$ cat config.mk
export PLATFORM = sky130hd
export DESIGN_NAME = ctl_game_round
export DESIGN_NICKNAME = d
export VERILOG_FILES = /design/src/rtl/ctl_game_round.sv
export SDC_FILE = /design/constraint.sdc
export NUM_CORES = 1
export LEC_CHECK = 0
export ABC_AREA = 1
export CORE_MARGIN = 2
export CORE_UTILIZATION = 45
export CTS_BUF_LIST = sky130_fd_sc_hd__clkbuf_8
export CTS_CLUSTER_SIZE = 28
export DETAILED_ROUTE_END_ITERATION = 8
export PLACE_DENSITY = 0.67
export SETUP_SLACK_MARGIN = 0.4
export SYNTH_ARGS = -nofsm -noshare
export SYNTH_HDL_FRONTEND = slang
export SYNTH_SLANG_ARGS = --single-unit
$ cat constraint.sdc
create_clock -name clk -period 1.61 [get_ports clk]
set_clock_uncertainty 0.05 [all_clocks]
set_input_delay 0.322 -clock clk [delete_from_list [all_inputs] [get_ports clk]]
set_output_delay 0.322 -clock clk [all_outputs]
set_load 0.005 [all_outputs]
$ cat src/rtl/ctl_game_round.sv
// Game-flow controller for Duck Hunt: sequences ducks within a round and
// rounds within a game for one or two players. It tracks ammo, hits and BCD
// scores, and drives the duck spawn request, display digits and overlay flags.
//
// state      | meaning
// -----------+--------------------------------------------------------
// IDLE       | no game running, waiting for start
// WAIT       | counting new_frame pulses before the next launch
// FLY        | duck on screen, shots and hits are accepted
// DUCK_DONE  | one cycle: count the finished duck
// ROUND_END  | one cycle: pass/fail decision, player/round advance
// OVER       | game lost, outputs hold until start
module ctl_game_round #(
  parameter int AMMO_PER_DUCK       = 3,
  parameter int DUCKS_PER_ROUND     = 10,
  parameter int HITS_TO_PASS        = 6,
  parameter int LAUNCH_DELAY_FRAMES = 60
) (
  input  logic       clk,
  input  logic       rst,
  input  logic       new_frame,
  input  logic       pause,
  input  logic       p2_connected,
  input  logic       start,
  input  logic       shot_fired,
  input  logic       hit,
  input  logic       duck_escaped,
  output logic       duck_launch,
  output logic       duck_fly_away,
  output logic       active_player,
  output logic [3:0] ammo_bcd,
  output logic [7:0] score_p1_bcd,
  output logic [7:0] score_p2_bcd,
  output logic [7:0] round_bcd,
  output logic [3:0] hits_in_round,
  output logic       game_over,
  output logic       looser,
  output logic       looser_id
);

  typedef enum logic [2:0] {
    S_IDLE, S_WAIT, S_FLY, S_DUCK_DONE, S_ROUND_END, S_OVER
  } state_t;

  localparam logic [3:0] AMMO_INIT  = 4'(AMMO_PER_DUCK);
  localparam logic [3:0] DUCK_LAST  = 4'(DUCKS_PER_ROUND - 1);
  localparam logic [3:0] HITS_PASS  = 4'(HITS_TO_PASS);
  localparam logic [7:0] DELAY_LAST = 8'(LAUNCH_DELAY_FRAMES - 1);

  state_t     state, state_nxt;
  logic       two_player;
  logic [7:0] delay_cnt;
  logic [3:0] duck_cnt;

  logic start_game, frame_tick, launch, fly_hit, fly_shot, fly_empty;
  logic duck_done, round_end, round_last, round_fail;

  // Two-digit BCD increment that sticks at 99.
  function automatic logic [7:0] bcd_inc(input logic [7:0] v);
    if (v == 8'h99)
      return v;
    if (v[3:0] == 4'd9)
      return {v[7:4] + 4'd1, 4'd0};
    return {v[7:4], v[3:0] + 4'd1};
  endfunction

  // State register.
  always_ff @(posedge clk) begin
    if (rst)
      state <= S_IDLE;
    else
      state <= state_nxt;
  end

  // Next-state logic; pause freezes the FSM where it is.
  always_comb begin
    state_nxt = state;
    if (!pause) begin
      case (state)
        S_IDLE:      if (start) state_nxt = S_WAIT;
        S_WAIT:      if (new_frame && delay_cnt == DELAY_LAST) state_nxt = S_FLY;
        S_FLY:       if (hit || duck_escaped) state_nxt = S_DUCK_DONE;
        S_DUCK_DONE: state_nxt = (duck_cnt == DUCK_LAST) ? S_ROUND_END : S_WAIT;
        S_ROUND_END: state_nxt = (hits_in_round < HITS_PASS) ? S_OVER : S_WAIT;
        S_OVER:      if (start) state_nxt = S_WAIT;
        default:     state_nxt = S_IDLE;
      endcase
    end
  end

  // Per-state datapath strobes; every strobe is gated off while paused so
  // input pulses during pause are dropped rather than deferred.
  always_comb begin
    start_game = !pause && start && (state == S_IDLE || state == S_OVER);
    frame_tick = !pause && new_frame && state == S_WAIT;
    launch     = frame_tick && delay_cnt == DELAY_LAST;
    fly_hit    = !pause && hit && state == S_FLY;
    fly_shot   = !pause && shot_fired && state == S_FLY && ammo_bcd != 4'd0;
    // A hit on the last shot wins: the duck is done, no fly-away.
    fly_empty  = fly_shot && ammo_bcd == 4'd1 && !hit;
    duck_done  = !pause && state == S_DUCK_DONE;
    round_end  = !pause && state == S_ROUND_END;
    round_last = duck_cnt == DUCK_LAST;
    round_fail = hits_in_round < HITS_PASS;
  end

  // Counters, scores and registered output pulses.
  always_ff @(posedge clk) begin
    if (rst) begin
      duck_launch   <= 1'b0;
      duck_fly_away <= 1'b0;
      active_player <= 1'b0;
      two_player    <= 1'b0;
      ammo_bcd      <= AMMO_INIT;
      score_p1_bcd  <= 8'h00;
      score_p2_bcd  <= 8'h00;
      round_bcd     <= 8'h01;
      hits_in_round <= 4'd0;
      duck_cnt      <= 4'd0;
      delay_cnt     <= 8'd0;
      game_over     <= 1'b0;
      looser        <= 1'b0;
      looser_id     <= 1'b0;
    end else begin
      duck_launch   <= launch;
      duck_fly_away <= fly_empty;

      if (start_game) begin
        score_p1_bcd  <= 8'h00;
        score_p2_bcd  <= 8'h00;
        round_bcd     <= 8'h01;
        two_player    <= p2_connected;
        active_player <= 1'b0;
        ammo_bcd      <= AMMO_INIT;
        hits_in_round <= 4'd0;
        duck_cnt      <= 4'd0;
        delay_cnt     <= 8'd0;
        game_over     <= 1'b0;
        looser        <= 1'b0;
        looser_id     <= 1'b0;
      end

      if (frame_tick)
        delay_cnt <= launch ? 8'd0 : delay_cnt + 8'd1;

      if (launch)
        ammo_bcd <= AMMO_INIT;

      if (fly_shot)
        ammo_bcd <= ammo_bcd - 4'd1;

      if (fly_hit) begin
        hits_in_round <= hits_in_round + 4'd1;
        if (active_player)
          score_p2_bcd <= bcd_inc(score_p2_bcd);
        else
          score_p1_bcd <= bcd_inc(score_p1_bcd);
      end

      if (duck_done) begin
        duck_cnt  <= duck_cnt + 4'd1;
        delay_cnt <= 8'd0;
      end

      if (round_end) begin
        if (round_fail) begin
          game_over <= 1'b1;
          looser    <= 1'b1;
          looser_id <= active_player;
        end else begin
          hits_in_round <= 4'd0;
          duck_cnt      <= 4'd0;
          delay_cnt     <= 8'd0;
          if (two_player && !active_player) begin
            active_player <= 1'b1;
          end else begin
            active_player <= 1'b0;
            round_bcd     <= bcd_inc(round_bcd);
          end
        end
      end
    end
  end

  // round_last is informational for the DUCK_DONE decision already made in
  // the next-state logic; fold it here so both views stay consistent.
  logic unused_ok;
  assign unused_ok = round_last;

endmodule

==> results.md <==
* Uppermost layer routed: met4
* Setup-failing EPs final at 0
* Crit share post-route at 95.2%
* Hold buffer count at cts at 0
* Pre-CTS setup slack at -0.349 ns
* Average wire per standard cell at 15.0 um
* Hold_sp: hit
* Asr flop ratio synth at 0%
* FF+latch count, synth at 54
* Core area at 6390 sq um
* Vias at 3455
* TritonCTS clock tree: built
* Wire length on met2 at 5.20 mm
* Worst slew margin at 78.4%
* Placed inst area at 3810 sq um
* Rows at 29
* Clk root buf: clkbuf_8
* Post-detail-place hpwl at 5.30 mm
* Cell area after layout at 5090 sq um
* Final antenna-violating net count at 0
* Crit path DAT at 1.69 ns
* First-pass GRT wire length at 14.5 mm
* Delay-heaviest family, CP: simple AND/OR/NAND/NOR gates
* Layout cells sized above 1 at 58.7%
* Sink Count at 54
* Hold Slack at 0.405 ns
* Num CTS Buffers at 5
* Max-slew violations at 0
* M1 wire length at 4.03 mm
* Crit Path Class: flop to flop
* Nets at 604
* Comb pwr share at 18.9%
* Die width at 85.6 um
* Port bufs at 46
* Power per cell area at 507 nW/um^2
* Mapped Cells at 436
* Fin. Hold Viols at 0
* Clock power share at 28.2%
* Post-synth top area cell: dfxtp_1
* Most used flip-flop cell after synthesis: dfxtp_1
* Yosys warns at 0
* Post-Syn Area at 3000 sq um
* Synth Area per Inst at 6.88 sq um
* Setup crit start: score_p2_bcd[2]
* H-tree depth at 2
* Total GRT Usage at 24.0%
* CP cell instances: buf_6, inv_4, nand4_1, buf_4, o21ai_2, nand2_4, nor2_1, nor2_1
* Total grt overflow at 0
* Initial DRC count at 173
* Worst Max-Slew Pin Slew at 0.322 ns
* Multi-input logic area at 2280 sq um
* Worst Setup End Kind: flop
* Max incr delay on CP at 0.36 ns
* Die Y at 85.6 um
* CP dominant cell by count: nor2_1
* # Max-Cap Violations at 0
* Clock transition at path regs at 0.10 ns
* Share of the synthesized area in the top cell type at 36.1%
* Worst reg2reg startpoint: score_p2_bcd[2]
* Sw Pwr at 0.000747 W
* Flop pwr share at 52.9%
* Die area at 7330 sq um
* Peak Freq at 653 MHz
* Post-Route WL at 9.92 mm
* Area growth from synthesis to layout at 69.8%
* GPL Wtd Cong at 0.824
* WL met3 at 471 um
* Register area share after synthesis at 36.1%
* Worst Path Buf+Inv at 3
* Synth unique cells at 40
* I/O pins at 47
* Largest net degree at the start of global routing at 18
* Final worst path period need at 1.53 ns
* Via density at 5.23
* Static leakage at 2.25 nW
* Post-synth EDFFs at 0
* Final WS setup at 0.0777 ns
* WP data required at 1.77 ns
* Int Pwr at 0.00183 W
* Sw Ratio at 28.9%
* Outcome: complete, no violations
* # DRC at 0
* Antenna violations before repair at 0
* CP startpoint kind: flop
* Worst skew pair latency at 0.31 ns
* FF+latch area at 1170 sq um
* Maximum vdd ir drop at 354 uV
* FILL cells at 422
* Area contributors post-synth: dfxtp_1, nand2_1, inv_1
* HP Class: input port to flop
* Vias in the first global route at 3336
* Initial Utilization at 46.9%
* DRT Pass-1 Iters at 4
* CTS max path bufs at 2
* Critical path peak fanout at 4
* Unrepaired setup endpoints after global routing: yes
* Syn_nets at 457
* Slowest stage cell, crit path: dfxtp_4
* ANT cells at 0
placed cells by master, fill, tap and decap left out, types with 3 or more instances in the layout:
master / n
xnor2_1: 3
xor2_1: 5
clkdlybuf4s50_1: 5
o211ai_1: 3
inv_1: 41
nand3_2: 11
nand2_1: 64
nand2_2: 29
nor2_2: 12
o21ai_0: 7
dfxtp_1: 12
a21oi_1: 19
clkbuf_8: 5
ha_4: 5
dfxtp_4: 13
inv_2: 10
o21ai_2: 7
inv_4: 6
dfxtp_2: 29
nor3_1: 6
nand2_4: 17
buf_2: 27
nor2_1: 17
nand3_4: 5
o21ai_1: 7
buf_6: 35
nand4_1: 8
a21oi_2: 17
buf_4: 72
ha_1: 7
nor3_2: 5
nor2_4: 17
nand3_1: 23
clkbuf_2: 4
worst reg2reg max path, delay by kind of cell (launching register included):
kind                   cells  cell delay (ns)
AOI/OAI and AO/OA          1             0.17
buffers and inverters      3             0.39
DFF                        1             0.36
and+or+nand+nor            4             0.46
cell usage after synthesis, types with 2 or more instances:
library cell	instances
ha_1	12
nor2_2	5
nand2_1	102
nor2_4	2
nand2_2	9
a31oi_1	2
o21ai_0	19
nor3_1	12
nor2_1	39
xor2_1	5
buf_6	2
o21bai_1	2
a21oi_1	36
nand4_1	8
nand3_1	37
a211oi_1	2
o211ai_1	3
o21ai_1	3
inv_1	56
buf_2	3
xnor2_1	3
dfxtp_1	54
inv_2	3
through the flow:
stage	TNS (ns)	cells	total power (W)	util, %
2_1_floorplan	0	436	0.00161	-
3_3_place_gp	-12.26	577	0.00172	59.7
3_5_place_dp	-13.10	577	0.00173	59.7
4_1_cts	0	643	0.00250	72.3
5_1_grt	0	660	0.00268	79.7
6_report	0	660	0.00258	79.7
flip-flops by register name, summed over array words and instances, names as in the netlist, 3 cells and up:
register / cells
score_p2_bcd: 8
delay_cnt: 8
state: 3
duck_cnt: 4
round_bcd: 8
score_p1_bcd: 8
hits_in_round: 4
ammo_bcd: 4
layout make-up:
type,count,area share (%)
Inverter,61,5.46
Clock buffer,5,1.35
Multi-Input combinational cell,314,44.9
Timing Repair Buffer,147,23.4
Clock inverter,2,0.147
Tap cell,77,1.89
Sequential cell,54,22.9
logic make-up (layout without fill, tap and decap cells):
logic type | after synthesis | in the layout | synth area share (%)
xor+xnor | 8 | 8 | 2.34
compound gates | 70 | 70 | 12.6
flops | 54 | 54 | 36.1
buf+inv | 68 | 215 | 9.43
fa+ha+maj | 12 | 12 | 5.01
simple gates | 224 | 224 | 34.6
path summary, 6_finish.rpt:
kind                     endpoint  slack [ns]  cells after the start
setup reg to reg  score_p2_bcd[6]        0.08                      8
hold / removal      duck_fly_away        0.40                      2
hold reg to reg         looser_id        0.43                      2
setup / recovery  score_p2_bcd[6]        0.08                      8
timing repair:
item	CTS	global route
endpoints found under the setup margin	92	68
buffers inserted	58	17
pin swaps	50	50
resized for setup	291	108
gates cloned	1	0
power groups by stage:
| stage | Combinational [W] | Sequential [W] | Clock, W |
|---|---|---|---|
| finish | 0.000489 | 0.00136 | 0.000728 |
| global route | 0.000522 | 0.00137 | 0.000791 |
| CTS | 0.000403 | 0.00136 | 0.000737 |
| detailed placement | 0.000319 | 0.00141 | 0 |
| global placement | 0.000317 | 0.00141 | 0 |
| floorplan | 0.000211 | 0.00140 | 0 |
metal layers:
layer / vias up / track usage [%]
li1: 1717 / -
met1: 1626 / 28.1
met2: 92 / 44.7
met3: 20 / 4.14
met4: 0 / 6.93
met5: - / 0
(Power assumes the default switching activity.)
